**src/rtl/reg_bank_8x4.sv**
```systemverilog
// Eight-entry 4-bit register bank: one write port, two combinational read ports
// with per-entry valid bits and optional same-cycle write-to-read bypass.

module mux4x8to4_c (
    input  logic [3:0] in_0,
    input  logic [3:0] in_1,
    input  logic [3:0] in_2,
    input  logic [3:0] in_3,
    input  logic [3:0] in_4,
    input  logic [3:0] in_5,
    input  logic [3:0] in_6,
    input  logic [3:0] in_7,
    input  logic [2:0] i_sel,
    output logic [3:0] o_data
);
    always_comb begin
        o_data = in_0;
        case (i_sel)
            3'd0: o_data = in_0;
            3'd1: o_data = in_1;
            3'd2: o_data = in_2;
            3'd3: o_data = in_3;
            3'd4: o_data = in_4;
            3'd5: o_data = in_5;
            3'd6: o_data = in_6;
            3'd7: o_data = in_7;
            default: o_data = in_0;
        endcase
    end
endmodule

module reg_bank_8x4 #(
    parameter bit         BYPASS    = 1'b1,
    parameter logic [3:0] RESET_VAL = 4'h0
) (
    input  logic       clk,
    input  logic       reset_n,
    input  logic       clr,
    input  logic       wr_en,
    input  logic [2:0] wr_addr,
    input  logic [3:0] wr_data,
    input  logic [2:0] rd_addr_a,
    input  logic [2:0] rd_addr_b,
    output logic [3:0] rd_data_a,
    output logic [3:0] rd_data_b,
    output logic       valid_a,
    output logic       valid_b
);
    logic [3:0] r_entry [8];
    logic [7:0] r_vld;

    logic       w_wr_act;
    logic       w_byp_a;
    logic       w_byp_b;
    logic [3:0] w_mux_a;
    logic [3:0] w_mux_b;

    always_ff @(posedge clk or negedge reset_n) begin
        if (!reset_n) begin
            r_entry <= '{default: RESET_VAL};
            r_vld   <= '0;
        end else if (clr) begin
            r_entry <= '{default: RESET_VAL};
            r_vld   <= '0;
        end else if (wr_en) begin
            r_entry[wr_addr] <= wr_data;
            r_vld[wr_addr]   <= 1'b1;
        end
    end

    // Bypass is gated by reset_n so outputs stay at reset values while reset is held.
    assign w_wr_act = BYPASS && reset_n && wr_en && !clr;
    assign w_byp_a  = w_wr_act && (rd_addr_a == wr_addr);
    assign w_byp_b  = w_wr_act && (rd_addr_b == wr_addr);

    mux4x8to4_c u_mux_a (
        .in_0   (r_entry[0]),
        .in_1   (r_entry[1]),
        .in_2   (r_entry[2]),
        .in_3   (r_entry[3]),
        .in_4   (r_entry[4]),
        .in_5   (r_entry[5]),
        .in_6   (r_entry[6]),
        .in_7   (r_entry[7]),
        .i_sel  (rd_addr_a),
        .o_data (w_mux_a)
    );

    mux4x8to4_c u_mux_b (
        .in_0   (r_entry[0]),
        .in_1   (r_entry[1]),
        .in_2   (r_entry[2]),
        .in_3   (r_entry[3]),
        .in_4   (r_entry[4]),
        .in_5   (r_entry[5]),
        .in_6   (r_entry[6]),
        .in_7   (r_entry[7]),
        .i_sel  (rd_addr_b),
        .o_data (w_mux_b)
    );

    assign rd_data_a = w_byp_a ? wr_data : w_mux_a;
    assign rd_data_b = w_byp_b ? wr_data : w_mux_b;
    assign valid_a   = w_byp_a | r_vld[rd_addr_a];
    assign valid_b   = w_byp_b | r_vld[rd_addr_b];
endmodule
```
**config.mk**
```make
export PLATFORM = sky130hd
export DESIGN_NAME = reg_bank_8x4
export DESIGN_NICKNAME = d
export VERILOG_FILES = /design/src/rtl/reg_bank_8x4.sv
export SDC_FILE = /design/constraint.sdc
export NUM_CORES = 1
export LEC_CHECK = 0
export ABC_AREA = 0
export CAP_MARGIN = 20
export CORE_MARGIN = 3
export CORE_UTILIZATION = 57
export DETAILED_ROUTE_END_ITERATION = 10
export PLACE_DENSITY = 0.82
export SLEW_MARGIN = 5
export SYNTH_ARGS = -nofsm -noshare
export SYNTH_HDL_FRONTEND = slang
export SYNTH_SLANG_ARGS = --single-unit
```
**constraint.sdc**
```tcl
create_clock -name clk -period 1.8 [get_ports clk]
set_clock_uncertainty 0.05 [all_clocks]
set_input_delay 0.36 -clock clk [delete_from_list [all_inputs] [get_ports clk]]
set_output_delay 0.36 -clock clk [all_outputs]
set_load 0.02 [all_outputs]
```
# Word-level counts from Yosys, hierarchy flattened
# Index checks and enable logic that the tools add are counted.
classes:
  addsub: 0
  mul: 0
  div: 0
  order_cmp: 6
  eq_ne: 16
  shift: 0
  n_mux: 17
  n_bitwise: 4
  n_reduce_logical: 10
ops:
  columns: ["cell", "count"]
  rows:
  - ["32-bit two-way mux", 2]
  - ["4-bit one-hot mux with 8 select lines", 2]
  - ["32-bit bitwise mux", 1]
  - ["3-bit == test (second input constant)", 8]
  - ["8-bit two-way mux", 2]
  - ["4-bit demux with 3-bit select", 1]
  - ["3-bit by 2-bit == test with 1-bit output (second input constant)", 4]
  - ["3-bit by 4-bit less-than comparator with 1-bit output (second input constant)", 3]
  - ["4-bit two-way mux", 3]
  - ["8-bit OR", 1]
  - ["1-bit binary-select mux with 3-bit select", 2]
  - ["3-bit by 1-bit == test with 1-bit output (second input constant)", 2]
  - ["3-bit == test", 2]
  - ["1-bit logical AND", 6]
  - ["3-bit logical NOT", 2]
  - ["4-bit >= comparator (second input constant)", 1]
  - ["4-bit by 1-bit less-than comparator with 1-bit output (second input constant)", 1]
  - ["3-bit NOT with 4-bit output", 1]
  - ["1-bit demux with 3-bit select", 1]
  - ["3-bit by 1-bit >= comparator with 1-bit output (second input constant)", 1]
  - ["1-bit two-way mux", 3]
  - ["1-bit OR", 2]
  - ["2-bit nonzero test", 1]
  - ["1-bit logical NOT", 1]
word_totals:
  regBits: 40
  latchBits: 0
  mem_bits_rw: 0
  rom_bits: 0
  inputBits: 17
  wordCells: 62
  memories: 0

# Depth between registers and ports, before layout
# Gate-level depths: netlist of the first run.
logic_depth:
  word_depth: 8
  depth_mapped: 6
  mapped_depth_nobuf: 4

# Hierarchy
# A second synthesis of the first run with hierarchy kept.
unflattened:
  hier_cells: 250
  area_unflattened_um2: 2611.3
modules_own_cells:
  columns: ["mod", "instances", "cells_per_inst", "area_each_um2"]
  rows:
  - ["reg_bank_8x4", 1, 172, 1995.7]
  - ["mux4x8to4_c", 2, 39, 307.8]

# Worst setup path before layout of the first run
# OpenSTA, ideal clock, no wires.
synth_path:
  path_type: "input to output"
  startpoint: "input rd_addr_b[1]"
  endpoint: "output rd_data_b[0]"
  arrival_ps: 1640
  required_time_ps: 1390
  slack_ps: -250
  stages: 6
  path_buffers: 2
  cell_sequence: "buf_2 -> buf_6 -> nor3b_1 -> a211oi_1 -> a21oi_1 -> o31ai_1"
synth_via:
  elab_chain_len: 3
synth_rtl:
  columns: ["element", "line", "source"]
  rows:
  - ["start: declaration", "43", "input logic [2:0] rd_addr_b,"]
  - ["3-bit == test (tied with other cells)", "18", "case (i_sel)"]
  - ["4-bit one-hot mux with 8 select lines or 1-bit logical AND (tied branches)", "18, 74", null]
  - ["4-bit two-way mux *", "103", "assign rd_data_b = w_byp_b ? wr_data : w_mux_b;"]
  - ["end: declaration", "45", "output logic [3:0] rd_data_b,"]
# Mark *: on every way between the ends. The rest lies on a longest branch, timed or not.

# Worst setup path after layout of the first run
layout_path:
  startpoint: "register r_vld[0]"
  endpoint: "output valid_a"
layout_via:
  elab_chain_len: 3
layout_rtl:
  columns: ["element", "line", "source"]
  rows:
  - ["start: declaration", "50", "logic [7:0] r_vld;"]
  - ["start signal: assignment", "61", "r_vld <= '0;"]
  - ["start signal: assignment", "64", "r_vld <= '0;"]
  - ["start signal: indexed assignment", "67", "r_vld[wr_addr] <= 1'b1;"]
  - ["1-bit binary-select mux with 3-bit select", "104", "assign valid_a = w_byp_a | r_vld[rd_addr_a];"]
  - ["1-bit two-way mux (implied by the code)", "104", null]
  - ["1-bit OR", "104", null]
  - ["end: declaration", "46", "output logic valid_a,"]
# Every way passes these cells. The select of a mux whose other input is x is not followed.

==> results of run 1 <==
## sequential cells by signal, indices dropped and copies added (netlist names)
register and cells:
r_vld 8, r_entry 32
## metrics by stage
step | utilization [%] | instances | hold slack [ns] | instance area (µm²) | power, W
3_5_place_dp | 77.9 | 362 | 0.424 | 3270 | 0.00138
5_1_grt | 89.9 | 393 | 0.112 | 3780 | 0.00231
6_report | 89.9 | 393 | 0.0877 | 3780 | 0.00224
3_3_place_gp | 77.9 | 362 | 0.416 | 3270 | 0.00137
4_1_cts | 87.7 | 388 | 0.111 | 3680 | 0.00217
2_1_floorplan | - | 254 | 0.0144 | 2670 | 0.00120
## cell families (layout without fill, tap and decap cells)
| kind of cell | count (synthesis) | count (layout) |
|---|---|---|
| simple gates | 90 | 90 |
| mux | 51 | 51 |
| flops | 40 | 40 |
| compound gates | 36 | 36 |
| buf+inv | 31 | 120 |
| xor+xnor | 6 | 6 |
## area by class of cell
| cell class | instances | area (µm²) |
|---|---|---|
| sequential | 40 | 1000 |
| timing repair buffer | 103 | 913 |
| clock inverter | 2 | 35.0 |
| fill | 164 | 425 |
| multi-input combinational | 183 | 1660 |
| clock buffer | 6 | 72.6 |
| tap | 50 | 62.6 |
| inverter | 9 | 33.8 |
## power by group through the flow
| stage | Sequential, W | Combinational (W) | Clock [W] |
|---|---|---|---|
| 6_report | 0.000939 | 0.000559 | 0.000741 |
| 2_1_floorplan | 0.000947 | 0.000251 | 0 |
| 3_3_place_gp | 0.000951 | 0.000424 | 0 |
| 3_5_place_dp | 0.000952 | 0.000432 | 0 |
| 5_1_grt | 0.000940 | 0.000577 | 0.000789 |
| 4_1_cts | 0.000934 | 0.000503 | 0.000732 |
## synthesized netlist by cell type, drive strengths merged
master	n
a311oi	1
nand2	11
nor3b	5
o31ai	9
a22o	3
nand3b	2
mux2	4
a211oi	4
clkbuf	8
dfrtp	40
o22ai	3
a221oi	2
nand4b	4
nor3	2
a211o	3
xor2	6
nand4	1
buf	14
nor4	2
or3b	1
mux2i	39
a21oi	8
inv	9
nor2	49
mux4	8
a222oi	1
o21ai	2
nand2b	2
or3	2
nor2b	9
## how the worst max path moves through the flow
stage,start,to,slack [ns]
2_1_floorplan,rd_addr_b[1],rd_data_b[0],-0.1
3_3_place_gp,rd_addr_a[0],rd_data_a[2],-1.08
3_5_place_dp,rd_addr_a[0],rd_data_a[0],-1.13
4_1_cts,r_entry[1],rd_data_a[1],-0.30
5_1_grt,r_vld[0],valid_a,-0.44
6_report,r_vld[0],valid_a,-0.39
## worst register-to-register path, cell delays in order (launching register included)
cell and delay (ns):
dfrtp_1 0.41, buf_4 0.15, mux2i_1 0.22, nor2_1 0.11
## what timing repair did
item | 4_1_cts | 5_1_grt
gates resized for setup | 137 | 17
setup buffers | 16 | 5
endpoints found under the setup margin | 10 | 10
gates cloned | 2 | 0
pin swaps | 21 | 7
## metal layers
metal	global-route usage, %	vias up	routed length [µm]
li1	-	1075	-
met1	45.5	1304	3690
met4	17.7	0	838
met3	7.93	102	1140
met5	0	-	0
met2	60.8	271	4740
==> results.cfg, run 1 <==
[final_layout]
syn_to_final_growth_pct = 45.6
nNetsFinal = 359
layout-drive-gt1-share_pct = 46.9
final_cell_mix = 62 x buf_4, 48 x nor2_1, 40 x dfrtp_1
layout_commonest_cell = buf_4
diodes = 0

[worst_setup_path]
r2r.worst_path.cells = 3
cp.arrival_ns = 1.78
max_stage_delay_ns = 0.47
cpMaxStageDelayCell = mux4_2
crit_path_end_kind = output pin
cpLargestDelayFamily = multiplexers
crit_buf_inv = 1
r2r_start = r_entry[4]
critPathKind = flop to output pin
critPathLaunchType = flop
cp_num_cells = 4
crit_chain = mux4_2 > nor2b_1 > a211o_1 > buf_6
crit_fanout = 3
r2r_end = r_entry[4]
critPathRequiredTime_ns = 1.39
ff2ff_setup_slack_ns = 0.72

[clock_tree]
clk_pin_slew_ns = 0.09
hold_buffers = 0
insertion_delay_ns = 0.30
ctsHtreeMaxLevel = 2
cts_made_buffers = 5
clk_path_buf_depth = 2
cts-root-buf = clkbuf_8
cts_sinks = 40
tritoncts = built

[route]
drt-initial-drc-count = 406
postRouteAntennaNets = 0
post_drt_via_cell_ratio = 7.00
wirelength_mm = 10.4
num_vias = 2752
drt-pass1-iter-count = 6
post_drt_wl_per_cell_um = 26.5
drc = 0

[floorplan]
initial_core_util_pct = 61.7
die-area_um2 = 5400
die_h_um = 73.5
top_level_ports = 27
core_area_um2 = 4200
fp.dieW_um = 73.5
num_rows = 23

[sta]
rsz0062_at_grt = yes
timing.final.crit_share_pct = 122
relSlewSlack_pct = 65.0
setup_tns_ns = -3.25
hold_viol = 0
slew_viol_final = 0
finalSetupViolCount = 10
min_period_ns = 2.19
fin_ws_ns = -0.392
tightest_slew_ns = 0.526
fmax_ghz = 0.456

[status]
violations = setup timing
status = finished, violations left

[synthesis]
synth.cell_area_um2 = 2590
synth_top_family_by_area = multiplexers
synthMuxAreaShare_pct = 23.9
yosysTopAreaCell = dfrtp_1
yosys.area.top_type_share_pct = 38.6
synth_compound_area_share_pct = 9.84
seq_area_frac_synth_pct = 38.6
synth_xor_area_share_pct = 2.03
synthAdderAreaFrac_pct = 0
synth-seq-cells = 40
syn_inst = 254
syn-num-nets = 271
synth.distinct_cells = 36
yosys.area_share.simple_pct = 19.6
synth_area_per_cell_um2 = 10.2
ys_warn_count = 0
synth_area_leaders = dfrtp_1 39%, mux2i_1 15%, nor2_1 7.1%

[worst_hold_path]
hold_path.class = primary input to async pin

[pwr]
clock_power_share_pct = 33.1
netSwitchingFraction_pct = 28.9
seqPwrFrac_pct = 42.0
p_int_w = 0.00159
irDropWorstVdd_mv = 0.535
cellLeakagePower_nw = 1.82
powerDensity_nw_per_um2 = 593
p_sw_w = 0.000648
p_comb_share_pct = 25.0

[global_route]
grt_max_degree = 41
grt_pass1_wl_mm = 14.5
grt_util_all_layers_pct = 36.8
antenna_found_initial = 0
grt_pass1_vias = 2641
grt_overflow = 0

[placed_design]
gp_congestion = 0.861
hpwlAfterDp_mm = 4.99
portBuffers = 26
place_ws_ns = -1.13

[job]
max-cap-violations = 0
Note: power is estimated with default switching activity, not from simulation.
==> inputs of run 2 (changes only) <==
--- a/config.mk
+++ b/config.mk
@@ -6,8 +6,7 @@
 export NUM_CORES = 1
 export LEC_CHECK = 0
 export ABC_AREA = 0
-export CAP_MARGIN = 20
-export CORE_MARGIN = 3
+export CORE_MARGIN = 2
 export CORE_UTILIZATION = 57
 export DETAILED_ROUTE_END_ITERATION = 10
 export PLACE_DENSITY = 0.82
@@ -15,3 +14,4 @@
 export SYNTH_ARGS = -nofsm -noshare
 export SYNTH_HDL_FRONTEND = slang
 export SYNTH_SLANG_ARGS = --single-unit
+export TNS_END_PERCENT = 50
==> results.cfg, run 2 (synthesized netlist as in run 1, its figures left out) <==
[route]
post_drt_wl_per_cell_um = 21.2
wirelength_mm = 8.00
num_vias = 2384
post_drt_via_cell_ratio = 6.32
drt-pass1-iter-count = 4
drc = 0
drt-initial-drc-count = 197
postRouteAntennaNets = 0

[worst_setup_path]
crit_fanout = 2
crit_path_end_kind = output pin
critPathKind = flop to output pin
r2r_start = r_entry[31]
crit_chain = mux2_4 > a22o_1 > a221oi_2 > o31ai_2 > buf_4
cp.arrival_ns = 1.71
r2r.worst_path.cells = 3
critPathLaunchType = flop
cpMaxStageDelayCell = dfrtp_1
cp-startpoint = r_entry[4]
ff2ff_setup_slack_ns = 0.86
critPathRequiredTime_ns = 1.39
max_stage_delay_ns = 0.41
r2r_end = r_entry[31]

[final_layout]
final_cell_mix = 55 x buf_4, 47 x nor2_1, 40 x dfrtp_1
design_area_um2 = 3520
syn_to_final_growth_pct = 35.8
largest_register = r_entry
final_cells = 377
reg_top3 = r_entry (32), r_vld (8)
diodes = 0
layout_commonest_cell = buf_4
layout-drive-gt1-share_pct = 42.5
nNetsFinal = 341
largest_reg_flops = 32

[sta]
rsz0062_at_grt = yes
fin_ws_ns = -0.315
hold_viol = 0
fmax_ghz = 0.473
timing.final.crit_share_pct = 118
slew_viol_final = 0
finalSetupViolCount = 10
relSlewSlack_pct = 65.4
tightest_slew_ns = 0.519
min_period_ns = 2.12

[global_route]
grt_overflow = 0
antenna_found_initial = 0
grt_pass1_vias = 2407
grt_pass1_wl_mm = 12.6
grt_max_degree = 41
grt_util_all_layers_pct = 32.7

[status]
violations = setup timing
status = finished, violations left

[floorplan]
core_area_um2 = 4350
die_h_um = 71.5
num_rows = 24
die-area_um2 = 5110
top_level_ports = 27
initial_core_util_pct = 59.6
fp.dieW_um = 71.5

[placed_design]
hpwlAfterDp_mm = 4.99
place_area_um2 = 3220
place_inst = 358
portBuffers = 26
gp_congestion = 0.847

[clock_tree]
clk_path_buf_depth = 2
cts_made_buffers = 5
tritoncts = built
hold_buffers = 0
cts-root-buf = clkbuf_8
insertion_delay_ns = 0.29
clk_pin_slew_ns = 0.07
ctsHtreeMaxLevel = 2
cts_sinks = 40

[worst_hold_path]
hold_path.class = primary input to async pin

[pwr]
irDropWorstVdd_mv = 0.523
powerDensity_nw_per_um2 = 581
cellLeakagePower_nw = 1.69

[job]
max-cap-violations = 0
==> run 2: critical path: cells and delay by family, from the launching register on <==
family | cells | cell delay, ns
buffers and inverters | 1 | 0.15
flip-flops | 1 | 0.41
AO/OA/AOI/OAI | 3 | 0.58
multiplexers | 1 | 0.28
==> run 2: per-layer routing <==
layer / vias to the layer above / share of wire (%) / GRT usage, %
met1: 1181 / 37 / 42.3
met2: 131 / 49 / 53.4
met4: 0 / 4.8 / 15.5
met3: 36 / 8.6 / 5.77
met5: - / 0 / 0
li1: 1036 / - / -
==> run 2: repair_timing <==
item,in CTS,in global routing
endpoints found under the setup margin,10,10
gates resized for setup,128,2
endpoints found under the hold margin,0,0
setup buffers,10,1
pin swaps,20,4
==> run 2: area by class of cell <==
| type | instances | area (µm²) |
|---|---|---|
| flip-flops and latches | 40 | 1000 |
| fillers | 238 | 832 |
| inverters | 9 | 33.8 |
| clock buffers | 6 | 82.6 |
| multi-input cells | 183 | 1610 |
| clock inverters | 2 | 13.8 |
| repair buffers | 85 | 719 |
| well taps | 52 | 65.1 |
==> run 2: power by group <==
group	leakage [nW]	total, W	internal (W)	switching [W]
Combinational	1.08	0.000474	0.000220	0.000254
Sequential	0.553	0.000937	0.000919	0.0000185
Clock	0.0516	0.000633	0.000313	0.000320
Total	1.69	0.00204	0.00145	0.000593
==> run 2: how the worst max path moves through the flow <==
stage / endpoint / slack (ns) / depth (start not counted)
2_1_floorplan: rd_data_b[0] / -0.1 / 6
3_3_place_gp: rd_data_a[0] / -1.13 / 7
3_5_place_dp: rd_data_a[1] / -1.12 / 7
4_1_cts: rd_data_a[1] / -0.30 / 5
5_1_grt: rd_data_a[0] / -0.38 / 5
6_report: rd_data_a[0] / -0.32 / 5
==> run 2: metrics by stage <==
stage	setup slack [ns]	power, W	util, %	hold WS, ns	setup TNS (ns)
floorplan	-0.0960	0.00119	-	0.0144	-0.875
global placement	-1.13	0.00136	73.9	0.446	-12.81
detailed placement	-1.12	0.00137	73.9	0.458	-13.34
CTS	-0.300	0.00203	80.5	0.150	-2.34
global route	-0.376	0.00212	80.9	0.175	-3.06
finish	-0.315	0.00204	80.9	0.135	-2.60
==> inputs of run 3 (changes only) <==
--- a/config.mk
+++ b/config.mk
@@ -6,12 +6,12 @@
 export NUM_CORES = 1
 export LEC_CHECK = 0
 export ABC_AREA = 0
+export CORE_ASPECT_RATIO = 0.8
 export CORE_MARGIN = 2
-export CORE_UTILIZATION = 57
+export CORE_UTILIZATION = 51
 export DETAILED_ROUTE_END_ITERATION = 10
-export PLACE_DENSITY = 0.82
+export PLACE_DENSITY = 0.78
 export SLEW_MARGIN = 5
 export SYNTH_ARGS = -nofsm -noshare
 export SYNTH_HDL_FRONTEND = slang
 export SYNTH_SLANG_ARGS = --single-unit
-export TNS_END_PERCENT = 50
==> constraint.sdc (replaced) <==
create_clock -name clk -period 1.7 [get_ports clk]
set_clock_uncertainty 0.05 [all_clocks]
set_input_delay 0.34 -clock clk [delete_from_list [all_inputs] [get_ports clk]]
set_output_delay 0.34 -clock clk [all_outputs]
set_load 0.02 [all_outputs]
==> results.cfg, run 3 (synthesized netlist as in run 1, its figures left out) <==
[worst_setup_path]
cp.arrival_ns = 1.73
max_stage_delay_ns = 0.52
critPathLaunchType = flop
cpMaxStageDelayCell = mux4_2
critPathKind = flop to output pin
critPathRequiredTime_ns = 1.31
crit_chain = mux4_2 > a211o_1 > buf_6
crit_path_end_kind = output pin
cpLargestDelayFamily = multiplexers
crit_buf_inv = 1
crit_fanout = 3

[final_layout]
fillCellCount = 329
largest_register = r_entry
layout_commonest_cell = nor2_1
diodes = 0
seq_area_um2 = 1000
nNetsFinal = 337
reg_top3 = r_entry (32), r_vld (8)
layout-drive-gt1-share_pct = 42.4
design_area_um2 = 3660
multiInputGateArea_um2 = 1630
syn_to_final_growth_pct = 41.3
final_cell_mix = 48 x nor2_1, 46 x buf_4, 40 x dfrtp_1
largest_reg_flops = 32

[global_route]
grt_pass1_wl_mm = 12.4
grt_pass1_vias = 2332
grt_max_degree = 41
grt_util_all_layers_pct = 29.1
antenna_found_initial = 0
grt_overflow = 0

[floorplan]
top_level_ports = 27
die-area_um2 = 5680
num_rows = 23
initial_core_util_pct = 52.4
fp.dieW_um = 83.7
die_h_um = 67.8
core_area_um2 = 4950

[sta]
timing.final.crit_share_pct = 125
tightest_slew_ns = 0.533
min_period_ns = 2.12
rsz0062_at_grt = yes
setup_tns_ns = -3.55
fmax_ghz = 0.472
fin_ws_ns = -0.417
hold_viol = 0
relSlewSlack_pct = 64.5
holdWs_ns = 0.0676
slew_viol_final = 0
finalSetupViolCount = 10

[pwr]
p_total_w = 0.00237
powerDensity_nw_per_um2 = 646
cellLeakagePower_nw = 1.73
irDropWorstVdd_mv = 0.458

[route]
num_vias = 2297
wirelength_mm = 7.88
drc = 0
drt-initial-drc-count = 210
drt-pass1-iter-count = 5
post_drt_via_cell_ratio = 6.00
postRouteAntennaNets = 0
post_drt_wl_per_cell_um = 20.6

[placed_design]
hpwlAfterDp_mm = 5.03
portBuffers = 26
place_ws_ns = -1.21
gp_congestion = 0.842
place_area_um2 = 3260

[clock_tree]
cts_sinks = 40
cts_made_buffers = 5
clk_path_buf_depth = 2
cts-root-buf = clkbuf_8
insertion_delay_ns = 0.30
clk_pin_slew_ns = 0.08
tritoncts = built
hold_buffers = 0
ctsHtreeMaxLevel = 2

[status]
violations = setup timing
status = finished, violations left

[job]
max-cap-violations = 0

[worst_hold_path]
hold_path.class = primary input to async pin
run 3: through the flow:
stage                     utilization [%]  instances
final                                74.0        383
after global routing                 74.0        383
after CTS                            73.5        380
after detailed placement             65.8        363
after global placement               65.8        363
after floorplan                         -        254
run 3: power by group:
group          switching (W)  internal, W
Sequential         0.0000202     0.000973
Clock               0.000366     0.000480
Combinational       0.000272     0.000256
run 3: final timing paths:
path / from / to / slack, ns / depth (start not counted)
min reg2reg: r_vld[2] / r_vld[2] / 0.49 / 2
max reg2reg: r_entry[1] / r_entry[1] / 0.68 / 4
max: r_vld[7] / valid_b / -0.42 / 3
min in group clk: r_vld[2] / r_vld[2] / 0.49 / 2
min: reset_n / r_entry[30] / 0.07 / 2
max in group asynchronous: reset_n / r_vld[0] / 1.16 / 2
run 3: final cells by class:
type                    instances  area share, %
multi-input cells             183           44.6
flip-flops and latches         40           27.3
repair buffers                 81           21.8
clock buffers                   6           2.25
well taps                      62           2.12
clock inverters                 2           1.06
inverters                       9          0.922
run 3: metal layers:
| layer | global-route usage (%) | part of all wire, % | wire [µm] |
|---|---|---|---|
| met1 | 39.0 | 43 | 3400 |
| met2 | 45.6 | 46 | 3660 |
| met3 | 6.36 | 7.2 | 568 |
| met4 | 14.3 | 3.2 | 251 |
| met5 | 0 | 0 | 0 |
run 3: what timing repair did:
| action | 4_1_cts | 5_1_grt |
|---|---|---|
| pin swaps | 21 | 5 |
| cloned | 2 | 0 |
| setup buffers | 7 | 3 |
| setup endpoints to repair | 17 | 10 |
| resized for setup | 127 | 7 |
